<file path="src/rtl/alu_pkg.sv">
// Shared definitions for the registered ALU: opcodes, status-flag bit positions and default width.
// Optional build macro used by this block: ALU_SHIFT_CARRY_EN (see alu.sv).
package alu_pkg;

    localparam int ALU_WIDTH = 8;

    localparam logic [3:0] OP_ADD  = 4'd0;
    localparam logic [3:0] OP_SUB  = 4'd1;
    localparam logic [3:0] OP_MUL  = 4'd2;
    localparam logic [3:0] OP_CMP  = 4'd3;
    localparam logic [3:0] OP_AND  = 4'd4;
    localparam logic [3:0] OP_OR   = 4'd5;
    localparam logic [3:0] OP_XOR  = 4'd6;
    localparam logic [3:0] OP_NOT  = 4'd7;
    localparam logic [3:0] OP_SHL  = 4'd8;
    localparam logic [3:0] OP_SHR  = 4'd9;
    localparam logic [3:0] OP_SAR  = 4'd10;
    localparam logic [3:0] OP_ROL  = 4'd11;
    localparam logic [3:0] OP_ROR  = 4'd12;
    localparam logic [3:0] OP_NAND = 4'd13;
    localparam logic [3:0] OP_NOR  = 4'd14;
    localparam logic [3:0] OP_XNOR = 4'd15;

    localparam int FLAG_C = 3;
    localparam int FLAG_Z = 2;
    localparam int FLAG_N = 1;
    localparam int FLAG_V = 0;

endpackage

</file>
<file path="src/rtl/alu_shifter.sv">
// Combinational barrel shifter/rotator for SHL/SHR/SAR/ROL/ROR, with optional last-bit-out carry.
// The carry output is forced to 0 unless CARRY_EN is set (driven from ALU_SHIFT_CARRY_EN by alu.sv).
module alu_shifter
    import alu_pkg::*;
#(
    parameter int WIDTH    = ALU_WIDTH,
    parameter bit CARRY_EN = 1'b0,
    localparam int SH_W    = $clog2(WIDTH)
) (
    input  logic [3:0]       op,
    input  logic [WIDTH-1:0] a,
    input  logic [SH_W-1:0]  amt,
    output logic [WIDTH-1:0] result,
    output logic             carry
);

    // One guard bit beyond the data catches the last bit shifted out.
    logic [WIDTH:0]          shl_w;
    logic [WIDTH:0]          shr_w;
    logic signed [WIDTH:0]   sar_w;
    logic [2*WIDTH-1:0]      rol_w;
    logic [2*WIDTH-1:0]      ror_w;
    logic                    carry_raw;

    assign shl_w = {1'b0, a} << amt;
    assign shr_w = {a, 1'b0} >> amt;
    assign sar_w = $signed({a, 1'b0}) >>> amt;
    assign rol_w = {a, a} << amt;
    assign ror_w = {a, a} >> amt;

    always_comb begin
        result    = '0;
        carry_raw = 1'b0;
        case (op)
            OP_SHL: begin
                result    = shl_w[WIDTH-1:0];
                carry_raw = shl_w[WIDTH];
            end
            OP_SHR: begin
                result    = shr_w[WIDTH:1];
                carry_raw = shr_w[0];
            end
            OP_SAR: begin
                result    = sar_w[WIDTH:1];
                carry_raw = sar_w[0];
            end
            OP_ROL: begin
                result    = rol_w[2*WIDTH-1:WIDTH];
                carry_raw = rol_w[WIDTH];
            end
            OP_ROR: begin
                result    = ror_w[WIDTH-1:0];
                carry_raw = ror_w[WIDTH-1];
            end
            default: begin
                result    = '0;
                carry_raw = 1'b0;
            end
        endcase
        // A zero shift moves nothing out, so there is no carry.
        carry = CARRY_EN && (amt != '0) && carry_raw;
    end

endmodule

</file>
<file path="src/rtl/alu.sv">
// Registered ALU: 16 operations on two WIDTH-bit operands, result/product-high/flags captured each clock.
// Define ALU_SHIFT_CARRY_EN to have shifts and rotates report the last bit moved out in C.
module alu
    import alu_pkg::*;
#(
    parameter int WIDTH = ALU_WIDTH
) (
    input  logic             clk,
    input  logic             rst,
    input  logic [WIDTH-1:0] A,
    input  logic [WIDTH-1:0] B,
    input  logic [3:0]       function_select_lines,
    output logic [WIDTH-1:0] reg_out,
    output logic [WIDTH-1:0] mul_high,
    output logic [3:0]       SREG
);

    localparam int SH_W = $clog2(WIDTH);
`ifdef ALU_SHIFT_CARRY_EN
    localparam bit SHIFT_CARRY_EN = 1'b1;
`else
    localparam bit SHIFT_CARRY_EN = 1'b0;
`endif

    logic [WIDTH:0]       sum;
    logic [WIDTH:0]       diff;
    logic [2*WIDTH-1:0]   prod;
    logic                 add_v;
    logic                 sub_v;
    logic                 cmp_lt;
    logic                 cmp_eq;
    logic                 cmp_gt;
    logic [WIDTH-1:0]     shift_res;
    logic                 shift_c;

    logic [WIDTH-1:0]     reg_out_d, reg_out_q;
    logic [WIDTH-1:0]     mul_high_d, mul_high_q;
    logic [3:0]           sreg_d, sreg_q;
    logic [WIDTH-1:0]     zn_src;
    logic                 c_flag;
    logic                 v_flag;

    assign sum  = {1'b0, A} + {1'b0, B};
    assign diff = {1'b0, A} - {1'b0, B};
    assign prod = {{WIDTH{1'b0}}, A} * {{WIDTH{1'b0}}, B};

    // Signed overflow: operands agree (add) or differ (sub) in sign and the result sign differs from A.
    assign add_v = (A[WIDTH-1] == B[WIDTH-1]) && (sum[WIDTH-1] != A[WIDTH-1]);
    assign sub_v = (A[WIDTH-1] != B[WIDTH-1]) && (diff[WIDTH-1] != A[WIDTH-1]);

    assign cmp_lt = diff[WIDTH];
    assign cmp_eq = (A == B);
    assign cmp_gt = !cmp_lt && !cmp_eq;

    alu_shifter #(
        .WIDTH    (WIDTH),
        .CARRY_EN (SHIFT_CARRY_EN)
    ) u_shifter (
        .op     (function_select_lines),
        .a      (A),
        .amt    (B[SH_W-1:0]),
        .result (shift_res),
        .carry  (shift_c)
    );

    always_comb begin
        reg_out_d  = '0;
        mul_high_d = '0;
        c_flag     = 1'b0;
        v_flag     = 1'b0;
        case (function_select_lines)
            OP_ADD: begin
                reg_out_d = sum[WIDTH-1:0];
                c_flag    = sum[WIDTH];
                v_flag    = add_v;
            end
            OP_SUB: begin
                reg_out_d = diff[WIDTH-1:0];
                c_flag    = diff[WIDTH];
                v_flag    = sub_v;
            end
            OP_MUL: begin
                reg_out_d  = prod[WIDTH-1:0];
                mul_high_d = prod[2*WIDTH-1:WIDTH];
                c_flag     = |prod[2*WIDTH-1:WIDTH];
                v_flag     = |prod[2*WIDTH-1:WIDTH];
            end
            OP_CMP: begin
                reg_out_d = {{(WIDTH-3){1'b0}}, cmp_gt, cmp_eq, cmp_lt};
                c_flag    = diff[WIDTH];
                v_flag    = sub_v;
            end
            OP_AND:  reg_out_d = A & B;
            OP_OR:   reg_out_d = A | B;
            OP_XOR:  reg_out_d = A ^ B;
            OP_NOT:  reg_out_d = ~A;
            OP_NAND: reg_out_d = ~(A & B);
            OP_NOR:  reg_out_d = ~(A | B);
            OP_XNOR: reg_out_d = ~(A ^ B);
            default: begin
                reg_out_d = shift_res;
                c_flag    = shift_c;
            end
        endcase

        // CMP reports Z/N of the underlying subtraction, not of its encoded result.
        zn_src = (function_select_lines == OP_CMP) ? diff[WIDTH-1:0] : reg_out_d;

        sreg_d         = '0;
        sreg_d[FLAG_C] = c_flag;
        sreg_d[FLAG_Z] = (zn_src == '0);
        sreg_d[FLAG_N] = zn_src[WIDTH-1];
        sreg_d[FLAG_V] = v_flag;
    end

    always_ff @(posedge clk or posedge rst) begin
        if (rst) begin
            reg_out_q  <= '0;
            mul_high_q <= '0;
            sreg_q     <= '0;
        end else begin
            reg_out_q  <= reg_out_d;
            mul_high_q <= mul_high_d;
            sreg_q     <= sreg_d;
        end
    end

    assign reg_out  = reg_out_q;
    assign mul_high = mul_high_q;
    assign SREG     = sreg_q;

endmodule

</file>
<file path="config.mk">
export PLATFORM = sky130hd
export DESIGN_NAME = alu
export DESIGN_NICKNAME = d
export VERILOG_FILES = /design/src/rtl/alu_pkg.sv /design/src/rtl/alu_shifter.sv /design/src/rtl/alu.sv
export SDC_FILE = /design/constraint.sdc
export NUM_CORES = 1
export LEC_CHECK = 0
export CAP_MARGIN = 10
export CORE_ASPECT_RATIO = 0.8
export CORE_MARGIN = 2
export CORE_UTILIZATION = 60
export CTS_BUF_LIST = sky130_fd_sc_hd__clkbuf_16
export CTS_CLUSTER_SIZE = 40
export DETAILED_ROUTE_END_ITERATION = 12
export GPL_ROUTABILITY_DRIVEN = 0
export PLACE_DENSITY = 0.82
export SLEW_MARGIN = 5
export SYNTH_ARGS = -nofsm -noshare
export SYNTH_HDL_FRONTEND = slang
export SYNTH_SLANG_ARGS = --single-unit
</file>
<file path="constraint.sdc">
create_clock -name clk -period 0.8 [get_ports clk]
set_input_delay 0.12 -clock clk [delete_from_list [all_inputs] [get_ports clk]]
set_output_delay 0.12 -clock clk [all_outputs]
set_load 0.01 [all_outputs]
</file>
==> impl_metrics.yaml, run 1 <==
placement:
  portBuffers: 41
  pre_cts_ws_ns: -4.14
  dp_hpwl_um: 18600
synth:
  synth_ff_type: "dfrtp_1"
  synthSimpleGateAreaFrac_pct: 20.6
  syn_area_um2: 5560
  synthArstFlopShare_pct: 100
  synth_edf_count: 0
  synth_top_family_by_area: "adder cells"
  synth_fa_ha_area_share_pct: 27.4
  synth_warnings: 0
  synth_mux_area_share_pct: 6.97
  seq_area_frac_synth_pct: 8.99
  ys_ff_latch: 20
  yosys.cell_types.count: 79
  syn_avg_cell_area_um2: 7.78
  synth-xor-area-share_pct: 1.42
  syn_inst: 715
  synth_compound_area_share_pct: 24.7
  synth_fp_nets: 836
run_status:
  tool.error: "[ERROR GRT-0232] Routing congestion too high. Check the congestion heatmap in the GUI."
  outcome: "stopped before the end"
  failing_step: "global routing (5_1_grt)"
die:
  die_h_um: 90.1
  rows: 31
  top_level_ports: 42
  fp.dieW_um: 112
  initial_core_util_pct: 61.6
timing:
  worst_endpoint: "SREG[3]$_DFF_PP0_/D"
  worst-endpoint-pin-kind: "register data pin"
global_routing:
  grt.total_usage_pct: 94.3
  grt_max_degree: 27
  overflow: 530
cts:
  cts_max_level: 1
  cts_inserted_buffers: 3
  cts_sinks: 20
  root_buffer: "clkbuf_16"
  clockBufferDepth: 2
[cells in the mapped netlist (12+ instances only)]
library cell / count / area [µm²]
a211oi_1: 12 / 90.1
a21oi_1: 31 / 155
buf_2: 19 / 95.1
clkbuf_1: 17 / 63.8
dfrtp_1: 20 / 500
fa_1: 38 / 761
ha_1: 61 / 763
inv_1: 83 / 312
mux2i_1: 23 / 230
nand2_1: 53 / 199
nand3_1: 12 / 60.1
nor2_1: 77 / 289
o21ai_0: 28 / 140
[per-layer routing]
layer	overflow	GRT usage [%]
met4	169	105
met3	10	77.0
met2	348	114
met5	1	41.5
met1	2	88.3
[kinds of logic after synthesis]
kind of cell	count (synthesis)
xor+xnor	9
fa+ha+maj	99
mux	35
compound gates	190
flops	20
simple gates	230
buf+inv	132
[per-stage QoR]
step	cells	TNS, ns	instance area (µm²)
2_1_floorplan	715	-50.31	5950
3_3_place_gp	1041	-70.80	7790
3_5_place_dp	1041	-73.64	7790
4_1_cts	1061	-56.26	8380
[timing repair]
action / in CTS
hold buffers: 0
cloned: 0
gates resized for setup: 263
hold endpoints to repair: 0
setup buffers: 19
pin swaps: 61
endpoints found under the setup margin: 40
==> inputs of run 2 (changes only) <==
CORE_ASPECT_RATIO = not set   (was 0.8)
CORE_UTILIZATION = 40   (was 60)
CTS_BUF_LIST = not set   (was sky130_fd_sc_hd__clkbuf_16)
CTS_CLUSTER_SIZE = not set   (was 40)
PLACE_DENSITY = not set   (was 0.82)
PLACE_DENSITY_LB_ADDON = 0.15   (was not set)
==> run 2 against run 1 <==
The flow now finishes, with violations (setup timing). Synthesized cell count stayed put. Area after synthesis stayed put.
==> impl_metrics.yaml, run 2 <==
placement:
  dp.cells: 1109
  portBuffers: 41
  dpl_cell_area_um2: 7920
  dp_hpwl_um: 17400
route:
  wire_per_inst_um: 20.4
  num_vias: 6882
  wirelength_um: 23600
  drt_iter0_drc: 523
  avgViaCountPerCell: 5.94
  drc: 0
  first_pass_iters: 5
  ant_nets: 0
layout:
  drive_gt1_share_pct: 47.8
  area_growth_pct: 65.9
  instances_no_fill: 1159
  postLayoutCellArea_um2: 9230
  postLayoutCoreUtil_pct: 67.3
  nNetsFinal: 1102
  final_common_cell: "buf_4"
  mostFrequentLayoutCells: "buf_4 (218), inv_1 (59), nor2_1 (57)"
  diodes: 0
synth:
  seq_area_frac_synth_pct: 8.99
  yosysMostFrequentCell: "inv_1"
  synth_edf_count: 0
  synth_ff_type: "dfrtp_1"
  synth_top_area_cell: "ha_1"
  yosys.cell_types.count: 79
  syn_avg_cell_area_um2: 7.78
  synth_top_area_share_pct: 13.7
  synth_warnings: 0
  synthArstFlopShare_pct: 100
  ys_ff_latch: 20
  synth_fp_nets: 836
  syn_inst: 715
  synthTopCellsByCount: "inv_1 (83), nor2_1 (77), ha_1 (61)"
  ys_top_cells_by_area: "ha_1 (14%), fa_1 (14%), dfrtp_1 (9.0%), inv_1 (5.6%), nor2_1 (5.2%)"
  syn_area_um2: 5560
global_routing:
  grt_pass1_wl_um: 36800
  antenna_found_initial: 0
  grt.total_usage_pct: 31.7
  overflow: 0
  grt_max_degree: 30
  grt_pass1_vias: 7096
cts:
  ctsHoldBuffers: 0
  clockBufferDepth: 2
  clk_pin_slew_worst_paths_ns: 0.05
  cts_tree: "built"
  cts_max_level: 1
  root_buffer: "clkbuf_16"
  cts_sinks: 20
  cts_inserted_buffers: 3
worst_hold_path:
  min_path_type: "input pin to asynchronous set/reset pin"
timing:
  fin_crit_sh_pct: 517
  post-route-min-period_ns: 4.13
  setup_viol: 40
  layout_setup_ws_ns: -3.33
  max_freq_mhz: 242
  slew_headroom_pct: 50.6
  hold_viol_final: 0
  tns_ns: -54.09
  worst_pin_slew_ns: 0.739
  rsz0062_at_grt: "yes"
  drv_slew: 0
  whs_ns: 0.196
power:
  p_int_mw: 8.67
  swShare_pct: 44.7
  clockPowerShare_pct: 6.6
  combPwrFrac_pct: 86.0
  switchingPower_mw: 7.00
  powerDensity_nw_per_um2: 1700
  p_leak_nw: 4.41
  ir_drop_uv: 3010
  pwr-share-seq_pct: 7.4
worst_setup_path:
  start_kind: "input pin"
  worst-setup-path-type: "input pin to flip-flop"
  end_kind: "flip-flop"
  cp.arrival_ns: 4.26
  crit_required_ns: 0.93
  crit_fanout: 6
run_status:
  violations: "setup timing"
  outcome: "complete, but fails checks"
die:
  initial_core_util_pct: 40.6
  rows: 43
  top_level_ports: 42
  die_area_um2: 14900
  fp.coreArea_um2: 13700
  die_h_um: 122
  fp.dieW_um: 122
flow_run:
  maxCapViolations: 0
-- run 2: cell counts after synthesis --
No cell type changed its count.
-- run 2: metal layers --
layer  routed length, µm  vias to the layer above  share of wire [%]  track usage, %
met4                1310                        0                5.5            13.9
met1                9080                     3343                 38            38.8
met3                1720                      104                7.3            4.07
li1                    -                     3080                  -               -
met2               11500                      355                 49            55.5
met5                   0                        -                  0               0
-- run 2: area by class of cell --
cell class	instances	area [µm²]
fill	1093	4490
timing repair buffer	304	2620
tap	180	225
inverter	89	385
sequential	20	500
multi-input combinational	563	5430
clock buffer	3	75.1
-- run 2: power by group through the flow --
stage / Combinational, mW / Sequential (mW) / Clock (mW)
after floorplan: 6.26 / 1.25 / 0
after global placement: 9.94 / 1.18 / 0
after detailed placement: 10.3 / 1.18 / 0
after CTS: 11.8 / 1.16 / 1.06
after global routing: 14.4 / 1.17 / 1.11
final: 13.5 / 1.16 / 1.04
-- run 2: worst max-delay path by stage --
stage | cells past startpoint | slack, ns | from | to
6_report | 20 | -3.33 | B[3] | SREG[0]
5_1_grt | 20 | -3.46 | B[3] | SREG[0]
4_1_cts | 16 | -3.37 | A[4] | SREG[0]
3_5_place_dp | 18 | -4.17 | B[3] | SREG[0]
3_3_place_gp | 16 | -4.03 | B[2] | SREG[0]
2_1_floorplan | 19 | -3.27 | A[5] | SREG[0]
-- run 2: worst max-delay path, cell delays in order --
cell	delay, ns
buf_12	0.11
clkinvlp_4	0.09
buf_6	0.10
nor2_4	0.03
fa_1	0.49
inv_1	0.05
fa_1	0.47
inv_1	0.05
fa_1	0.47
inv_1	0.05
fa_1	0.49
inv_2	0.05
ha_4	0.24
o21ai_4	0.08
o21ai_2	0.10
a211o_1	0.35
a21o_1	0.23
a211o_1	0.34
o31ai_4	0.25
o211ai_1	0.11
-- run 2: cells by family after synthesis --
group                      after synthesis  synth area share (%)
adders and majority gates               99                  27.4
muxes                                   35                  6.97
AOI/OAI and AO/OA                      190                  24.7
DFF                                     20                  8.99
buffers and inverters                  132                  9.87
xor gates and xnor gates                 9                  1.42
and+or+nand+nor                        230                  20.6
-- run 2: stage by stage --
stage	setup WS (ns)	power, mW
6_report	-3.33	15.7
5_1_grt	-3.46	16.7
4_1_cts	-3.37	14.0
3_5_place_dp	-4.17	11.5
3_3_place_gp	-4.03	11.1
2_1_floorplan	-3.27	7.51
-- run 2: repair_timing --
action                     in CTS  in global routing
setup endpoints to repair      40                 40
gates cloned                    3                  0
buffers inserted               32                 22
gates resized for setup       276                 98
pin swaps                      57                 48
Power figures use the tool's default switching activity.
==> inputs of run 3 (changes only) <==
CORE_MARGIN = 8   (was 2)
==> run 3 against run 2 <==
The flow still finishes with violations (setup timing). Via count down 3.4%. Critical path depth unchanged. Non-clock buffer count fell by 15. Clock-buffer cell count unchanged. Die area is 21% higher. Sequential share of layout area up 0.20 points. Utilization fell by 2.4 points. Combinational power hardly changed.
==> impl_metrics.yaml, run 3 (synthesis gave the netlist of run 2 again) <==
die:
  fp.dieW_um: 134
  rows: 43
  fp.coreArea_um2: 13700
  die_h_um: 134
  initial_core_util_pct: 40.6
  top_level_ports: 42
  die_area_um2: 17900
worst_setup_path:
  end_kind: "flip-flop"
  cp.arrival_ns: 4.22
  start_kind: "input pin"
  crit_fanout: 6
  worst-setup-path-type: "input pin to flip-flop"
  crit_required_ns: 0.93
layout:
  diodes: 0
  final_common_cell: "buf_4"
  mostFrequentLayoutCells: "buf_4 (216), nor2_1 (58), inv_1 (56)"
  area_growth_pct: 60.0
  drive_gt1_share_pct: 46.5
  postLayoutCoreUtil_pct: 64.9
  nNetsFinal: 1087
  nFillCells: 1123
route:
  ant_nets: 0
  num_vias: 6646
  drc: 0
  avgViaCountPerCell: 5.81
  wire_per_inst_um: 20.2
  drt_iter0_drc: 679
  wirelength_um: 23100
  first_pass_iters: 5
global_routing:
  grt_max_degree: 23
  grt.total_usage_pct: 25.3
  grt_pass1_vias: 7012
  antenna_found_initial: 0
  grt_pass1_wl_um: 36800
  overflow: 0
timing:
  hold_viol_final: 0
  layout_setup_ws_ns: -3.29
  worst_pin_slew_ns: 0.763
  setup_viol: 40
  fin_crit_sh_pct: 511
  rsz0062_at_grt: "yes"
  slew_headroom_pct: 47.8
  max_freq_mhz: 244
  post-route-min-period_ns: 4.09
  drv_slew: 0
  tns_ns: -54.05
cts:
  cts_tree: "built"
  cts_inserted_buffers: 3
  clk_pin_slew_worst_paths_ns: 0.06
  cts_sinks: 20
  root_buffer: "clkbuf_16"
  clockBufferDepth: 2
  cts_max_level: 1
power:
  p_leak_nw: 4.23
  ir_drop_uv: 2190
  powerDensity_nw_per_um2: 1760
run_status:
  violations: "setup timing"
  outcome: "complete, but fails checks"
worst_hold_path:
  min_path_type: "input pin to asynchronous set/reset pin"
flow_run:
  maxCapViolations: 0
placement:
  dp_hpwl_um: 17900
  portBuffers: 41
## run 3: worst paths after layout
path	startpoint	endpoint
min in group clk	B[2]	reg_out[2]
worst max-delay path	A[3]	SREG[0]
worst min-delay path	rst	reg_out[2]
max in group asynchronous	rst	SREG[1]
## run 3: repair_timing
action / 4_1_cts / 5_1_grt
gates cloned: 1 / 0
hold buffers: 0 / 0
setup endpoints to repair: 40 / 40
gates resized for setup: 263 / 73
setup buffers: 23 / 13
pin swaps: 79 / 59
## run 3: metrics by stage
step / setup slack, ns / total power [mW] / hold WS, ns / std cells / area (µm²)
3_5_place_dp: -4.14 / 11.7 / 0.468 / 1112 / 7940
4_1_cts: -3.47 / 13.9 / 0.202 / 1137 / 8590
3_3_place_gp: -4.03 / 11.3 / 0.455 / 1112 / 7940
6_report: -3.29 / 15.7 / 0.192 / 1144 / 8900
2_1_floorplan: -3.27 / 7.51 / 0.0838 / 715 / 5950
5_1_grt: -3.46 / 16.7 / 0.212 / 1144 / 8900
## run 3: critical path, stage by stage
cell and delay (ns):
buf_8 0.11, buf_6 0.11, inv_4 0.06, nor2_4 0.03, fa_1 0.51, inv_2 0.04
fa_1 0.48, inv_2 0.04, fa_1 0.47, inv_1 0.05, fa_1 0.49, inv_2 0.05
ha_4 0.24, nor2b_4 0.14, a221oi_2 0.30, o311ai_4 0.15, a21o_1 0.20, a211o_1 0.31
o31ai_4 0.20, o211ai_1 0.13
## run 3: area by class of cell
| type | instances | area, µm² | share of cell area [%] |
|---|---|---|---|
| inverters | 89 | 390 | 4.39 |
| well taps | 180 | 225 | 2.53 |
| flip-flops and latches | 20 | 500 | 5.62 |
| repair buffers | 289 | 2340 | 26.3 |
| clock buffers | 3 | 75.1 | 0.844 |
| multi-input cells | 563 | 5360 | 60.3 |
## run 3: routing by layer
layer	global-route usage [%]	routed length, µm	vias to the layer above
met2	43.6	11300	301
li1	-	-	3056
met5	0	0	-
met3	3.63	1450	87
met4	13.1	1310	0
met1	29.9	9060	3202
## run 3: power breakdown
part | internal [mW] | switching (mW) | total (mW)
Sequential | 1.13 | 0.0338 | 1.16
Clock | 0.661 | 0.392 | 1.05
Combinational | 6.86 | 6.59 | 13.4
Total | 8.65 | 7.02 | 15.7
==> inputs of run 4 (changes only) <==
SLEW_MARGIN = 20   (was 5)
==> results of run 4 <==
Same layout as run 3: the final DEF is identical, and so are final timing and power.
